<file path="src/rtl/stopwatch_bcd_pkg.sv">
// Shared types and constants for the BCD stopwatch.
// The FSM state type, the largest BCD digit value and the default parameter values.
package stopwatch_bcd_pkg;

  typedef enum logic [1:0] {
    StIdle  = 2'd0,
    StRun   = 2'd1,
    StPause = 2'd2,
    StMaxed = 2'd3
  } state_e;

  localparam logic [3:0]  BcdMax      = 4'd9;
  localparam int unsigned TickDefault = 1_000_000 - 1;
  localparam int unsigned SyncDefault = 2;

endpackage

</file>
<file path="src/rtl/stopwatch_bcd_if.sv">
// Button inputs and display/status outputs of the stopwatch.
// The master modport is the driver of the buttons; the slave modport is the stopwatch itself.
interface stopwatch_bcd_if;

  logic       btn_start;
  logic       btn_clear;
  logic [3:0] displayA;
  logic [3:0] displayB;
  logic [3:0] displayC;
  logic [3:0] displayD;
  logic       running;
  logic       at_max;

  modport master (
    output btn_start, btn_clear,
    input  displayA, displayB, displayC, displayD, running, at_max
  );

  modport slave (
    input  btn_start, btn_clear,
    output displayA, displayB, displayC, displayD, running, at_max
  );

endinterface

</file>
<file path="src/rtl/stopwatch_bcd_digit.sv">
// One BCD digit of the carry chain: clears, or counts 0..9 on inc.
// The carry is combinational so that all chained digits update on the same edge.
module bcd_digit
  import stopwatch_bcd_pkg::*;
(
  input  logic       clk_10Mhz,
  input  logic       reset_n,
  input  logic       clr,
  input  logic       inc,
  output logic [3:0] digit,
  output logic       carry
);

  logic [3:0] digit_q, digit_d;

  always_comb begin
    digit_d = digit_q;
    if (clr) begin
      digit_d = '0;
    end else if (inc) begin
      digit_d = (digit_q == BcdMax) ? 4'd0 : digit_q + 4'd1;
    end
  end

  always_ff @(posedge clk_10Mhz) begin
    if (!reset_n) begin
      digit_q <= '0;
    end else begin
      digit_q <= digit_d;
    end
  end

  assign digit = digit_q;
  assign carry = inc & (digit_q == BcdMax);

endmodule

</file>
<file path="src/rtl/stopwatch_bcd.sv">
// Four-digit BCD stopwatch (000.0 .. 999.9) controlled by start/stop and clear buttons.
// Buttons are synchronised and edge-detected; a prescaler produces tenth-second ticks in RUN.
module stopwatch_bcd
  import stopwatch_bcd_pkg::*;
#(
  parameter int unsigned TICK_COUNT  = TickDefault,
  parameter int unsigned SYNC_STAGES = SyncDefault
) (
  input  logic           clk_10Mhz,
  input  logic           reset_n,
  stopwatch_bcd_if.slave bus
);

  localparam int unsigned PreW   = (TICK_COUNT > 0) ? $clog2(TICK_COUNT + 1) : 1;
  localparam logic [PreW-1:0] PreMax = PreW'(TICK_COUNT);

  logic [SYNC_STAGES-1:0] start_sync_q, clear_sync_q;
  logic                   start_prev_q, clear_prev_q;
  logic                   start_pulse, clear_pulse;

  state_e          state_q, state_d;
  logic [PreW-1:0] presc_q, presc_d;
  logic            running_q, at_max_q;
  logic            tick, count_full;

  logic [3:0] dig   [4];
  logic [3:0] carry;
  logic [3:0] inc;
  logic       unused_carry_top;

  always_ff @(posedge clk_10Mhz) begin
    if (!reset_n) begin
      start_sync_q <= '0;
      clear_sync_q <= '0;
      start_prev_q <= 1'b0;
      clear_prev_q <= 1'b0;
    end else begin
      start_sync_q <= (start_sync_q << 1) | SYNC_STAGES'(bus.btn_start);
      clear_sync_q <= (clear_sync_q << 1) | SYNC_STAGES'(bus.btn_clear);
      start_prev_q <= start_sync_q[SYNC_STAGES-1];
      clear_prev_q <= clear_sync_q[SYNC_STAGES-1];
    end
  end

  assign start_pulse = start_sync_q[SYNC_STAGES-1] & ~start_prev_q;
  assign clear_pulse = clear_sync_q[SYNC_STAGES-1] & ~clear_prev_q;

  assign tick       = (state_q == StRun) && (presc_q == PreMax);
  assign count_full = (dig[3] == BcdMax) && (dig[2] == BcdMax) &&
                      (dig[1] == BcdMax) && (dig[0] == BcdMax);

  always_comb begin
    state_d = state_q;
    presc_d = presc_q;
    if (state_q == StRun) begin
      presc_d = tick ? '0 : presc_q + PreW'(1);
    end
    if (clear_pulse) begin
      state_d = StIdle;
    end else begin
      unique case (state_q)
        StIdle:  if (start_pulse) state_d = StRun;
        // A tick at 999.9 is dropped and freezes the count; otherwise start may pause.
        StRun: begin
          if (tick && count_full) begin
            state_d = StMaxed;
          end else if (start_pulse) begin
            state_d = StPause;
          end
        end
        StPause: if (start_pulse) state_d = StRun;
        StMaxed: state_d = StMaxed;
        default: state_d = StIdle;
      endcase
    end
    if (clear_pulse || (state_d == StRun && state_q != StRun)) begin
      presc_d = '0;
    end
  end

  always_ff @(posedge clk_10Mhz) begin
    if (!reset_n) begin
      state_q   <= StIdle;
      presc_q   <= '0;
      running_q <= 1'b0;
      at_max_q  <= 1'b0;
    end else begin
      state_q   <= state_d;
      presc_q   <= presc_d;
      running_q <= (state_q == StRun);
      at_max_q  <= (state_q == StMaxed);
    end
  end

  // Digit 0 is the tenths (display D); each carry feeds the next digit's inc.
  assign inc[0] = tick & ~count_full;
  assign inc[3:1] = carry[2:0];

  for (genvar i = 0; i < 4; i++) begin : g_digit
    bcd_digit u_digit (
      .clk_10Mhz (clk_10Mhz),
      .reset_n   (reset_n),
      .clr       (clear_pulse),
      .inc       (inc[i]),
      .digit     (dig[i]),
      .carry     (carry[i])
    );
  end

  // Increments stop at 999.9, so the hundreds digit never carries out.
  assign unused_carry_top = carry[3];

  assign bus.displayA = dig[3];
  assign bus.displayB = dig[2];
  assign bus.displayC = dig[1];
  assign bus.displayD = dig[0];
  assign bus.running  = running_q;
  assign bus.at_max   = at_max_q;

endmodule

</file>
<file path="src/flat_wrapper.sv">
// flat-port wrapper written by rule: the top's interface ports become plain ports
module stopwatch_bcd_flat import stopwatch_bcd_pkg::*;
#(
  parameter int unsigned TICK_COUNT  = TickDefault,
  parameter int unsigned SYNC_STAGES = SyncDefault
)
  (clk_10Mhz, reset_n, bus_btn_start, bus_btn_clear, bus_displayA, bus_displayB, bus_displayC, bus_displayD, bus_running, bus_at_max);
  stopwatch_bcd_if bus_i ();
  input  logic clk_10Mhz;
  input  logic reset_n;
  input wire logic [$bits(bus_i.btn_start)-1:0] bus_btn_start;
  input wire logic [$bits(bus_i.btn_clear)-1:0] bus_btn_clear;
  output wire logic [$bits(bus_i.displayA)-1:0] bus_displayA;
  output wire logic [$bits(bus_i.displayB)-1:0] bus_displayB;
  output wire logic [$bits(bus_i.displayC)-1:0] bus_displayC;
  output wire logic [$bits(bus_i.displayD)-1:0] bus_displayD;
  output wire logic [$bits(bus_i.running)-1:0] bus_running;
  output wire logic [$bits(bus_i.at_max)-1:0] bus_at_max;
  assign bus_i.btn_start = bus_btn_start;
  assign bus_i.btn_clear = bus_btn_clear;
  assign bus_displayA = bus_i.displayA;
  assign bus_displayB = bus_i.displayB;
  assign bus_displayC = bus_i.displayC;
  assign bus_displayD = bus_i.displayD;
  assign bus_running = bus_i.running;
  assign bus_at_max = bus_i.at_max;
  stopwatch_bcd #(.TICK_COUNT(TICK_COUNT), .SYNC_STAGES(SYNC_STAGES)) u_core (.clk_10Mhz(clk_10Mhz), .reset_n(reset_n), .bus(bus_i));
endmodule
</file>
<file path="config.mk">
export PLATFORM = sky130hd
export DESIGN_NAME = stopwatch_bcd_flat
export DESIGN_NICKNAME = d
export VERILOG_FILES = /design/src/rtl/stopwatch_bcd_pkg.sv /design/src/rtl/stopwatch_bcd_if.sv /design/src/rtl/stopwatch_bcd_digit.sv /design/src/rtl/stopwatch_bcd.sv /design/src/flat_wrapper.sv
export SDC_FILE = /design/constraint.sdc
export NUM_CORES = 1
export LEC_CHECK = 0
export CELL_PAD_IN_SITES_DETAIL_PLACEMENT = 0
export CELL_PAD_IN_SITES_GLOBAL_PLACEMENT = 1
export CORE_ASPECT_RATIO = 1.1
export CORE_MARGIN = 2
export CORE_UTILIZATION = 43
export CTS_CLUSTER_SIZE = 8
export DETAILED_ROUTE_END_ITERATION = 10
export PLACE_DENSITY_LB_ADDON = 0.08
export SLEW_MARGIN = 20
export SYNTH_ARGS = -nofsm -noshare
export SYNTH_HDL_FRONTEND = slang
export SYNTH_SLANG_ARGS = --single-unit
</file>
<file path="constraint.sdc">
create_clock -name clk_10Mhz -period 2.1 [get_ports clk_10Mhz]
set_input_delay 0.42 -clock clk_10Mhz [delete_from_list [all_inputs] [get_ports clk_10Mhz]]
set_output_delay 0.42 -clock clk_10Mhz [all_outputs]
set_load 0.05 [all_outputs]
</file>
---- After elaboration in Yosys (flattened, before gate mapping) ----
Cells that the tools add are included.
storage, ports and cells
  flip-flop bits (word level) ............. 46
  bits in latches ......................... 0
  memory bits (writable) .................. 0
  bits in read-only memories .............. 0
  input port bits ......................... 4
  output and inout port bits .............. 18
  memories ................................ 0
cells by class
  add/subtract/negate cells ............... 5
  multiply operators ...................... 0
  div/mod/pow operators ................... 0
  magnitude comparators ................... 0
  equal/unequal tests ..................... 10
  shift operators ......................... 0
  multiplexer cells ....................... 10
  bitwise logic cells ..................... 12
  reduce and logical (&&, ||, !) cells .... 11
operators with widths
  cell                     count
  $add A20 B1 Y20 const B  1
  $eq A20 B20 Y1 const B   1
  $mux W20                 1
  $add A4 B1 Y4 const B    4
  $eq A4 B4 Y1 const B     4
  $mux W4                  4
  $mux W2                  4
  $and A1 B1 Y1            6
  $logic_and A1 B1 Y1      6
  $pmux W2 S3              1
  $reduce_or A2 Y1         3
  $eq A2 B1 Y1 const B     2
  $eq A2 B2 Y1 const B     2
  $not A1 Y1               4
  $or A2 B1 Y2             2
  $logic_not A2 Y1         1
  $ne A2 B1 Y1 const B     1
  $logic_or A1 B1 Y1       1

---- Logic depth before layout (Yosys ltp) ----
Gate-level depths: netlist of the first run.
  depth after elaboration ................. 12
  mapped depth ............................ 8
  gate-level depth less buffers ........... 6

---- By module ----
A second synthesis of the first run with hierarchy kept.
second synthesis, totals
  cell total of the unflattened synthesis .. 237
  area, all modules ....................... 2,103.3 um2
modules (own cells, without submodules)
  module         times used  cells each  area an instance (um2)
  stopwatch_bcd  1           153         1,352.5
  bcd_digit      4           21          187.7

---- Worst setup path before layout of the first run ----
Ideal clock, no wire load.
  path type ............................... reg-to-reg
  start point ............................. reg u_core.g_digit[1].u_digit.digit_q[3]
  end point ............................... reg u_core.g_digit[3].u_digit.digit_q[3]
  setup time .............................. 0.070 ns
  arrival time ............................ 2.141 ns
  data required time ...................... 2.030 ns
  slack ................................... -0.111 ns
  stages on the path, launching flop included .. 6
  clock period less this slack ............ 2.211 ns
  path through ............................ dfxtp_1 > nor3b_1 > nand4_1 > or4_4 > or3_1 > a21oi_1
between the ends
  cells in the longest elaborated chain, start to end .. 8
ends and longest elaborated chain
  item                             line                                            text
  start, declared                  stopwatch_bcd_digit.sv:14                       logic [3:0] digit_q, digit_d;
  start signal, assigned           stopwatch_bcd_digit.sv:29                       digit_q <= digit_d;
  $eq A4 B4 Y1 (*)                 stopwatch_bcd_digit.sv:34, stopwatch_bcd.sv:50
  $logic_and A1 B1 Y1              stopwatch_bcd.sv:49                             assign count_full = (dig[3] == BcdMax) && (dig[2] == BcdMax) &&
  $logic_and A1 B1 Y1              stopwatch_bcd.sv:50                             (dig[1] == BcdMax) && (dig[0] == BcdMax);
  $not A1 Y1                       stopwatch_bcd.sv:96                             assign inc[0] = tick & ~count_full;
  $and A1 B1 Y1                    stopwatch_bcd.sv:96
  $and A1 B1 Y1                    stopwatch_bcd_digit.sv:34                       assign carry = inc & (digit_q == BcdMax);
  $and A1 B1 Y1 (*) (2 in series)  stopwatch_bcd_digit.sv:34
  end signal, assigned             stopwatch_bcd_digit.sv:29
  end, declared                    stopwatch_bcd_digit.sv:14
Every way passes the cells marked *; elsewhere a longest branch is shown, timed or not.
A chain may end at the register's enable or synchronous reset.

---- Worst setup path after layout of the first run ----
  start point ............................. reg u_core.g_digit[3].u_digit.digit_q[1]
  end point ............................... out bus_displayA[1]
RTL lines
  item           line                text
  end, declared  flat_wrapper.sv:13  output wire logic [$bits(bus_i.displayA)-1:0] bus_displayA;
No word-level cell between the ends.

==> out/results.ini, run 1 <==
[place]
portBuffers = 21
dpl.hpwl_mm = 3.44
dp.cells = 338
pre_cts_slack_ps = 109
routabilityCongestion = 0.776

[synth]
mappedNetlistArea_um2 = 2180
synth_cells = 247
synth.net_count = 252
yosys.cell_types.count = 47
synth.avg_cell_area_um2 = 8.82
ys_ff_latch = 46
yosys_warnings = 0
ys_seq_area_frac = 0.423

[finish]
fin_nets = 292
drive_gt1_frac = 0.129
multiInputGateArea_um2 = 1180
n_antenna_cell = 0
nFillCells = 492
area_delta_synth_final_pct = 21.6
seqCellArea_um2 = 925
fin_cells = 345

[worst_setup_path]
required_ps = 1680
cp_slowest_cell = clkdlybuf4s50_1
r2r_start = u_core.presc_q[8]$_SDFFE_PP0N_
worstPathArrival_ps = 1590
start_kind = register
cp_max_fo = 8
crit_start = u_core.g_digit[3].u_digit.digit[1]$_SDFFE_PP0P_
crit_path_cell_trace = clkdlybuf4s50_1
crit_buf_inv = 1
critical_path.max_stage_delay_ps = 850
critPathKind = reg -> out
crit_family = buffers and inverters
cp-end-kind = output pin

[sta]
slew_headroom = 0.489
max_clock_freq_mhz = 497
rsz0062_at_grt = false
tightest_slew_ps = 767
min_period_over_period = 0.959
finalWorstPathRequiredPeriod_ps = 2010
finalClockSkew_ps = 7.48
slew_violations = 0
setup_viol = 0
post-route-worst-setup-slack_ps = 86.1
fin_setup_tns_ps = 0
finalHoldViolCount = 0

[drt]
ant_nets = 0
highest_layer = met4
dr_wl_met3_um = 111
met2_length_mm = 2.25
post-route-drc-count = 0
dr_total_vias = 1807
wire_per_inst_um = 13.4
wl_met1_mm = 2.18
via_per_inst = 5.24
drtIter0Drc = 73
wl_mm = 4.63
drt_pass1_iterations = 4

[power]
peakVddDrop_uv = 409
leakage_nw = 0.882
p_per_area_nw_per_um2 = 544

[floorplan]
placementRows = 27
initial_core_util = 0.442
die_w_um = 71.9
ioPinCount = 22
die-area_um2 = 5650
die_y_um = 78.7
core_um2 = 4930

[clock_network]
numClockSinks = 46
max-clock-path-buffers = 2
clockRootBuffer = clkbuf_8
clock_latency_ps = 290
cts_tree = yes
cts_setup_buffers = 0
cts_buffers = 5
clk_pin_slew_ps = 80
h-tree-depth = 2

[min_path]
hold_path.class = reg -> reg
hp-start = u_core.start_sync_q[0]$_SDFF_PN0_

[global_route]
overflow = 0
antenna_found_initial = 0
grt_first_pass_wirelength_mm = 8.07
groute.usage.overall = 0.182
grt_pass1_vias = 1744
grt_start_max_net_pins = 18

[outcome]
status = finished, final reports clean

[run]
drv_cap = 0

-- flip-flops by register name, indices dropped and copies added, names as in the netlist --
register / count
u_core.bus.running: 1
u_core.start_sync_q: 2
u_core.start_prev_q: 1
u_core.bus.at_max: 1
u_core.state_q: 2
u_core.clear_sync_q: 2
u_core.clear_prev_q: 1
u_core.presc_q: 20
u_core.g_digit.u_digit.digit: 16
-- final cells by class --
type                       count  area share
timing repair buffer          38       0.133
tap                           58      0.0274
clock buffer                   7      0.0288
inverter                      10      0.0142
sequential                    46       0.349
multi-input combinational    186       0.447
-- cells by family (layout without fill, tap and decap cells) --
kind of cell    Yosys count  in the layout  synth area share
mux                       4              4            0.0184
simple gates            127            127             0.348
compound gates           34             34            0.0913
buf+inv                  15             55            0.0333
flops                    46             46             0.423
xor+xnor                 20             20            0.0804
fa+ha+maj                 1              1           0.00574
-- layout by cell type, fill, tap and decap left out, drive strengths merged, types with 10 or more instances in the layout --
cell type       n
buf            17
inv            10
o21ai          10
xnor2          15
clkdlybuf4s50  20
dfxtp          46
nor3           11
nor2           28
nand3          11
a21oi          15
nand2          20
-- through the flow --
step,power [W],hold slack (ps),util,area (µm²)
finish,0.00144,437,0.537,2650
global route,0.00150,458,0.537,2650
CTS,0.00147,442,0.537,2650
detailed placement,0.000962,423,0.521,2570
global placement,0.000963,415,0.521,2570
floorplan,0.000935,412,-,2180
-- where the power goes --
part           total (W)  switching [W]  internal (W)
Clock           0.000500       0.000271      0.000229
Sequential      0.000881     0.00000270      0.000878
Combinational  0.0000595      0.0000337     0.0000258
Total            0.00144       0.000307       0.00113
-- cells in the mapped netlist, drive strengths merged --
library cell	instances	area share
o21ai	10	0.025
a211o	1	0.0040
nand2	20	0.034
or2	1	0.0029
nand3b	2	0.0069
nor3b	3	0.013
nor4	6	0.017
or3	6	0.017
o31ai	1	0.0034
o2111ai	1	0.0040
and2b	1	0.0046
and3	4	0.011
or4	2	0.0086
dfxtp	46	0.42
o21a	2	0.0069
xor2	5	0.020
and2	7	0.020
clkbuf	2	0.0034
mux2i	4	0.018
a41oi	1	0.0040
nor2	28	0.048
nand4	8	0.030
and4	4	0.017
a31oi	1	0.0029
nor3	11	0.025
buf	3	0.013
nand2b	4	0.011
and4bb	1	0.0057
nor2b	4	0.011
and4b	1	0.0046
nor4b	2	0.018
a21oi	15	0.034
nand4bb	1	0.013
nand3	11	0.028
inv	10	0.017
a211oi	2	0.0069
ha	1	0.0057
xnor2	15	0.060
-- repair_timing --
action / CTS / global route
setup endpoints to repair: 0 / 1
hold buffers: 0 / 0
resized for setup: 0 / 1
-- worst paths after layout --
| kind | to | slack (ps) | cells past startpoint |
|---|---|---|---|
| setup / recovery | bus_displayA[1] | 90 | 1 |
| hold / removal | u_core.start_sync_q[1]$_SDFF_PN0_ | 440 | 1 |
| setup reg to reg | u_core.g_digit[3].u_digit.digit[3]$_SDFFE_PP0P_ | 90 | 5 |
| hold reg to reg | u_core.start_sync_q[1]$_SDFF_PN0_ | 440 | 1 |
-- per-layer routing --
metal / vias up / GRT usage
met5: - / 0
met4: 0 / 0.0755
met3: 9 / 0.0385
met2: 17 / 0.316
met1: 831 / 0.216
li1: 950 / -
Power figures use the tool's default switching activity.
==> run 2, diff against run 1 <==
- clock period: 2.1 -> 1.9 ns (I/O delays scaled with it)
==> run 2 against run 1 <==
Via count rose by 5.0%. Global-route usage fell by 0.16 points. Highest routed layer unchanged. Hold slack improved by 11 ps. Cell area rose by 9.4%. Count of clock-buffer cells in the layout did not move. Critical path type is now reg -> reg. Sequential power rose by 9.6%. Non-clock buffer count rose by 25. Setup slack got worse by 76 ps. Die area did not move. Final cell count rose by 7.5%. Sequential share of layout area fell by 2.3 points.
==> out/results.ini, run 2 (synthesis results as in run 1) <==
[outcome]
status = finished, final reports clean  ; unchanged

[global_route]
grt_pass1_vias = 1835  ; was 1744
groute.usage.overall = 0.181  ; was 0.182
antenna_found_initial = 0  ; unchanged
grt_start_max_net_pins = 15  ; was 18
grt_first_pass_wirelength_mm = 8.05  ; was 8.07 mm
overflow = 0  ; unchanged

[min_path]
worstHoldPathCells = 1  ; unchanged
min_delay_worst_endpoint = u_core.start_sync_q[1]$_SDFF_PN0_  ; unchanged
hp-start = u_core.start_sync_q[0]$_SDFF_PN0_  ; unchanged
hold_path.class = reg -> reg  ; unchanged

[power]
power.internal_w = 0.00133  ; was 0.00113 W
p_clk_frac = 0.391  ; was 0.347
switchingPower_w = 0.000373  ; was 0.000307 W
leakage_nw = 1.06  ; was 0.882 nW
switching_share = 0.219  ; was 0.213
comb_power_share = 0.042  ; was 0.041
seqPwrFrac = 0.567  ; was 0.611
p_per_area_nw_per_um2 = 588  ; was 544 nW/µm²
peakVddDrop_uv = 321  ; was 409 µV

[drt]
dr_total_vias = 1897  ; was 1807
drt_pass1_iterations = 4  ; unchanged
post-route-drc-count = 0  ; unchanged
wire_per_inst_um = 13.1  ; was 13.4 µm
drtIter0Drc = 61  ; was 73
wl_mm = 4.87  ; was 4.63 mm
via_per_inst = 5.11  ; was 5.24
ant_nets = 0  ; unchanged

[floorplan]
core_um2 = 4930  ; unchanged
die_y_um = 78.7  ; unchanged
die-area_um2 = 5650  ; unchanged
placementRows = 27  ; unchanged
ioPinCount = 22  ; unchanged
initial_core_util = 0.442  ; unchanged
die_w_um = 71.9  ; unchanged

[sta]
setup_viol = 0  ; unchanged
finalClockSkew_ps = 7.54  ; was 7.48 ps
rsz0062_at_grt = true  ; was false
whs_ps = 448  ; was 437 ps
slew_violations = 0  ; unchanged
finalWorstPathRequiredPeriod_ps = 1890
post-route-worst-setup-slack_ps = 9.64  ; was 86.1 ps
finalHoldViolCount = 0  ; unchanged
min_period_over_period = 0.995
tightest_slew_ps = 499  ; was 767 ps
slew_headroom = 0.667  ; was 0.489
max_clock_freq_mhz = 529

[worst_setup_path]
cp_slowest_cell = or4_4  ; was clkdlybuf4s50_1
r2r_start = u_core.presc_q[19]$_SDFFE_PP0N_  ; was u_core.presc_q[8]$_SDFFE_PP0N_
critPathKind = reg -> reg  ; was reg -> out
cp_max_fo = 4  ; was 8
reg2reg_to = u_core.g_digit[3].u_digit.digit[3]$_SDFFE_PP0P_  ; unchanged
r2r_slack_ps = 10  ; was 90 ps
rr_worst_depth = 5  ; unchanged
cp-end-kind = register  ; was output pin
crit_path_cell_trace = nor3b_4 > nand4_4 > or4_4 > or3_1 > a21oi_1  ; was clkdlybuf4s50_1
crit_buf_inv = 0  ; was 1
crit_family = simple AND/OR/NAND/NOR gates  ; was buffers and inverters
path_depth = 5  ; was 1
start_kind = register  ; unchanged
worstPathArrival_ps = 2130  ; was 1590 ps
required_ps = 2140  ; was 1680 ps
critical_path.max_stage_delay_ps = 560  ; was 850 ps

[finish]
largest_reg_flops = 20  ; unchanged
fin_nets = 317  ; was 292
area_delta_synth_final_pct = 33.0  ; was 21.6%
n_antenna_cell = 0  ; unchanged
fin_area_um2 = 2900  ; was 2650 µm²
drive_gt1_frac = 0.275  ; was 0.129
fin_cells = 371  ; was 345
final_cell_mix = buf_4, dfxtp_1, nor2_1  ; was dfxtp_1, nor2_1, nand2_1, clkdlybuf4s50_1, buf_4
mostFrequentLayoutCell = buf_4  ; was dfxtp_1
largest-register = u_core.presc_q  ; unchanged
postLayoutCoreUtil = 0.588  ; was 0.537

[clock_network]
h-tree-depth = 2  ; unchanged
cts_buffers = 5  ; unchanged
numClockSinks = 46  ; unchanged
clk_pin_slew_ps = 90  ; was 80 ps
clockRootBuffer = clkbuf_8  ; unchanged
cts_tree = yes  ; unchanged
clock_latency_ps = 300  ; was 290 ps
max-clock-path-buffers = 2  ; unchanged

[place]
place_area_um2 = 2760  ; was 2570 µm²
portBuffers = 21  ; unchanged
dp.cells = 363  ; was 338
routabilityCongestion = 0.797  ; was 0.776
dpl.hpwl_mm = 3.72  ; was 3.44 mm
pre_cts_slack_ps = 3.79  ; was 109 ps

[run]
drv_cap = 0  ; unchanged

run 2: changes by cell type in the layout (fill, tap and decap cells not counted), moves of 2 or more:
cell / change
dfxtp_2: +2
clkdlybuf4s50_1: -11
dfxtp_4: +5
buf_4: +35
clkbuf_1: -2
dfxtp_1: -7
clkbuf_8: +2
run 2: worst max path at each step:
stage                                                    startpoint                                              end  slack (ps)
floorplan           u_core.g_digit[0].u_digit.digit[1]$_SDFFE_PP0N_  u_core.g_digit[3].u_digit.digit[3]$_SDFFE_PP0P_         -10
global placement                    u_core.presc_q[10]$_SDFFE_PP0N_  u_core.g_digit[3].u_digit.digit[2]$_SDFFE_PP0P_          30
detailed placement                   u_core.presc_q[8]$_SDFFE_PP0N_  u_core.g_digit[3].u_digit.digit[3]$_SDFFE_PP0P_           4
CTS                                 u_core.presc_q[10]$_SDFFE_PP0N_  u_core.g_digit[3].u_digit.digit[3]$_SDFFE_PP0P_           4
global route                        u_core.presc_q[19]$_SDFFE_PP0N_  u_core.g_digit[3].u_digit.digit[3]$_SDFFE_PP0P_         -70
finish                              u_core.presc_q[19]$_SDFFE_PP0N_  u_core.g_digit[3].u_digit.digit[3]$_SDFFE_PP0P_          10
run 2: what timing repair did:
item,in CTS,in global routing
hold buffers,0,0
gates resized for setup,2,7
endpoints found under the setup margin,2,7
pin swaps,0,4
setup buffers,0,0
cloned,0,0
run 2: per-layer routing:
layer  routed length [µm]  share of wire  global-route usage
met1                 2240           0.46               0.211
met3                  118          0.024              0.0359
met4                   67          0.014              0.0623
met2                 2440           0.50               0.324
met5                    0              0                   0
run 2: stage by stage:
stage | TNS, ps | power, W
final | 0 | 0.00170
after CTS | 0 | 0.00173
after detailed placement | 0 | 0.00106
after global routing | -75.2 | 0.00177
after floorplan | -13.1 | 0.00103
after global placement | 0 | 0.00106
run 2: cell type report:
class,count,area (µm²)
Sequential cell,46,946
Timing Repair Buffer,63,514
Inverter,10,37.5
Fill cell,450,2030
Clock inverter,1,8.76
Tap cell,58,72.6
Multi-Input combinational cell,186,1220
Clock buffer,7,96.3
run 2: power by group through the flow:
| stage | combinational [W] | sequential, W | clock (W) |
|---|---|---|---|
| after floorplan | 0.0000337 | 0.000992 | 0 |
| after global placement | 0.0000732 | 0.000989 | 0 |
| after detailed placement | 0.0000732 | 0.000989 | 0 |
| after CTS | 0.0000734 | 0.000966 | 0.000687 |
| after global routing | 0.0000799 | 0.000967 | 0.000721 |
| final | 0.0000722 | 0.000966 | 0.000666 |
==> run 3, diff against run 2 <==
- HOLD_SLACK_MARGIN: not set -> 0.15
- PLACE_DENSITY: not set -> 0.85
- PLACE_DENSITY_LB_ADDON: 0.08 -> not set
==> run 3 against run 2 <==
Global-route usage is 0.40 points higher. Combinational power is 5.0% lower. Via count rose by 4.2%. Fmax grew 1.9%. Die area unchanged. Setup slack better by 36 ps. Final cell count rose by 0.27%. Count of clock-buffer cells in the layout unchanged. Clock skew rose by 2.1 ps. Non-clock buffer count rose by 2. Register-to-register slack improved by 40 ps.
==> out/results.ini, run 3 (synthesis results as in run 1) <==
[power]
peakVddDrop_uv = 340  ; was 321 µV
switchingPower_w = 0.000359  ; was 0.000373 W
power.internal_w = 0.00128  ; was 0.00133 W
p_clk_frac = 0.370  ; was 0.391
leakage_nw = 1.10  ; was 1.06 nW
switching_share = 0.219  ; about the same
comb_power_share = 0.042  ; about the same
seqPwrFrac = 0.589  ; was 0.567
power.total_w = 0.00164  ; was 0.00170 W
p_per_area_nw_per_um2 = 568  ; was 588 nW/µm²

[place]
pre_cts_slack_ps = 6.07  ; was 3.79 ps
dp.cells = 362  ; was 363
portBuffers = 21  ; unchanged
place_area_um2 = 2750  ; was 2760 µm²
dpl.hpwl_mm = 3.67  ; was 3.72 mm
routabilityCongestion = 0.785  ; was 0.797

[finish]
final_cell_mix = buf_4, dfxtp_1, nor2_1  ; unchanged
area_delta_synth_final_pct = 32.6  ; was 33.0%
mostFrequentLayoutCell = buf_4  ; unchanged
largest_reg_flops = 20  ; unchanged
fin_cells = 372  ; was 371
fin_nets = 319  ; was 317
n_antenna_cell = 0  ; unchanged
largest-register = u_core.presc_q  ; unchanged
fin_area_um2 = 2890  ; was 2900 µm²
drive_gt1_frac = 0.271  ; was 0.275

[worst_setup_path]
r2r_slack_ps = 50  ; was 10 ps
required_ps = 2060  ; was 2140 ps
worstPathArrival_ps = 2020  ; was 2130 ps
critPathKind = reg -> reg  ; unchanged
critical_path.max_stage_delay_ps = 550  ; was 560 ps
cp-end-kind = register  ; unchanged
cp_slowest_cell = or4_4  ; unchanged
cp_max_fo = 3  ; was 4
crit_path_cell_trace = nor4b_4 > nand3_2 > or4_4 > buf_4 > o21ai_1 > a21oi_2  ; was nor3b_4 > nand4_4 > or4_4 > or3_1 > a21oi_1
start_kind = register  ; unchanged

[global_route]
grt_start_max_net_pins = 18  ; was 15
groute.usage.overall = 0.185  ; was 0.181
grt_first_pass_wirelength_mm = 8.16  ; was 8.05 mm
grt_pass1_vias = 1793  ; was 1835
antenna_found_initial = 0  ; unchanged
overflow = 0  ; unchanged

[min_path]
hold_path.class = reg -> reg  ; unchanged

[sta]
slew_violations = 0  ; unchanged
post-route-worst-setup-slack_ps = 45.3  ; was 9.64 ps
tightest_slew_ps = 756  ; was 499 ps
whs_ps = 439  ; was 448 ps
finalWorstPathRequiredPeriod_ps = 1850  ; was 1890 ps
finalHoldViolCount = 0  ; unchanged
min_period_over_period = 0.976  ; was 0.995
rsz0062_at_grt = true  ; unchanged
slew_headroom = 0.496  ; was 0.667
finalClockSkew_ps = 9.61  ; was 7.54 ps
setup_viol = 0  ; unchanged
max_clock_freq_mhz = 539  ; was 529 MHz

[drt]
dr_wl_met3_um = 156  ; was 118 µm
wl_met1_mm = 2.22  ; was 2.24 mm
highest_layer = met4  ; unchanged
wl_mm = 5.02  ; was 4.87 mm
via_per_inst = 5.31  ; was 5.11
dr_total_vias = 1976  ; was 1897
post-route-drc-count = 0  ; unchanged
drtIter0Drc = 79  ; was 61
wire_per_inst_um = 13.5  ; was 13.1 µm
drt_pass1_iterations = 4  ; unchanged
ant_nets = 0  ; unchanged
met2_length_mm = 2.56  ; was 2.44 mm

[clock_network]
clockRootBuffer = clkbuf_8  ; unchanged
max-clock-path-buffers = 2  ; unchanged
clock_latency_ps = 300  ; about the same
h-tree-depth = 2  ; unchanged
cts_tree = yes  ; unchanged
numClockSinks = 46  ; unchanged
clk_pin_slew_ps = 90  ; about the same
cts_buffers = 5  ; unchanged

[floorplan]
placementRows = 27  ; unchanged
initial_core_util = 0.442  ; unchanged
core_um2 = 4930  ; unchanged
die_y_um = 78.7  ; unchanged
die_w_um = 71.9  ; unchanged
die-area_um2 = 5650  ; unchanged
ioPinCount = 22  ; unchanged

[outcome]
status = finished, final reports clean  ; unchanged

[run]
drv_cap = 0  ; unchanged

-- run 3: through the flow --
stage / TNS, ps / utilization
final: 0 / 0.586
after global routing: -110 / 0.586
after CTS: 0 / 0.576
after detailed placement: 0 / 0.557
after global placement: 0 / 0.557
after floorplan: -13.1 / -
-- run 3: final timing paths --
path                                           from  depth (start not counted)                                              end
setup / recovery    u_core.presc_q[10]$_SDFFE_PP0N_                          6  u_core.g_digit[3].u_digit.digit[3]$_SDFFE_PP0P_
hold / removal    u_core.clear_sync_q[0]$_SDFF_PN0_                          1                u_core.clear_sync_q[1]$_SDFF_PN0_
setup reg to reg    u_core.presc_q[10]$_SDFFE_PP0N_                          6  u_core.g_digit[3].u_digit.digit[3]$_SDFFE_PP0P_
hold reg to reg   u_core.clear_sync_q[0]$_SDFF_PN0_                          1                u_core.clear_sync_q[1]$_SDFF_PN0_
-- run 3: layer usage --
metal,global-route usage,vias to the layer above
met3,0.0385,7
li1,-,1000
met1,0.220,934
met4,0.0755,0
met5,0,-
met2,0.319,35
-- run 3: critical path: cells and delay by family (launching register included) --
| family | cells | cell delay (ps) |
|---|---|---|
| AOI/OAI and AO/OA | 2 | 230 |
| DFF | 1 | 340 |
| and+or+nand+nor | 3 | 1000 |
| buffers and inverters | 1 | 150 |
-- run 3: timing repair --
| action | 4_1_cts | 5_1_grt |
|---|---|---|
| hold buffers | 0 | 0 |
| setup endpoints to repair | 3 | 8 |
| pin swaps | 4 | 4 |
| gates resized for setup | 3 | 9 |
| buffers inserted | 1 | 2 |
-- run 3: final cells by class --
| cell class | instances | area, µm² |
|---|---|---|
| sequential | 46 | 946 |
| timing repair buffer | 65 | 533 |
| clock buffer | 7 | 86.3 |
| multi-input combinational | 186 | 1210 |
| fill | 452 | 2040 |
| tap | 58 | 72.6 |
| inverter | 10 | 37.5 |
-- run 3: power by group through the flow --
stage	clock, W	sequential [W]	combinational (W)
after detailed placement	0	0.000990	0.0000694
after global placement	0	0.000989	0.0000678
final	0.000607	0.000967	0.0000686
after CTS	0.000632	0.000967	0.0000696
after global routing	0.000662	0.000968	0.0000761
after floorplan	0	0.000992	0.0000337
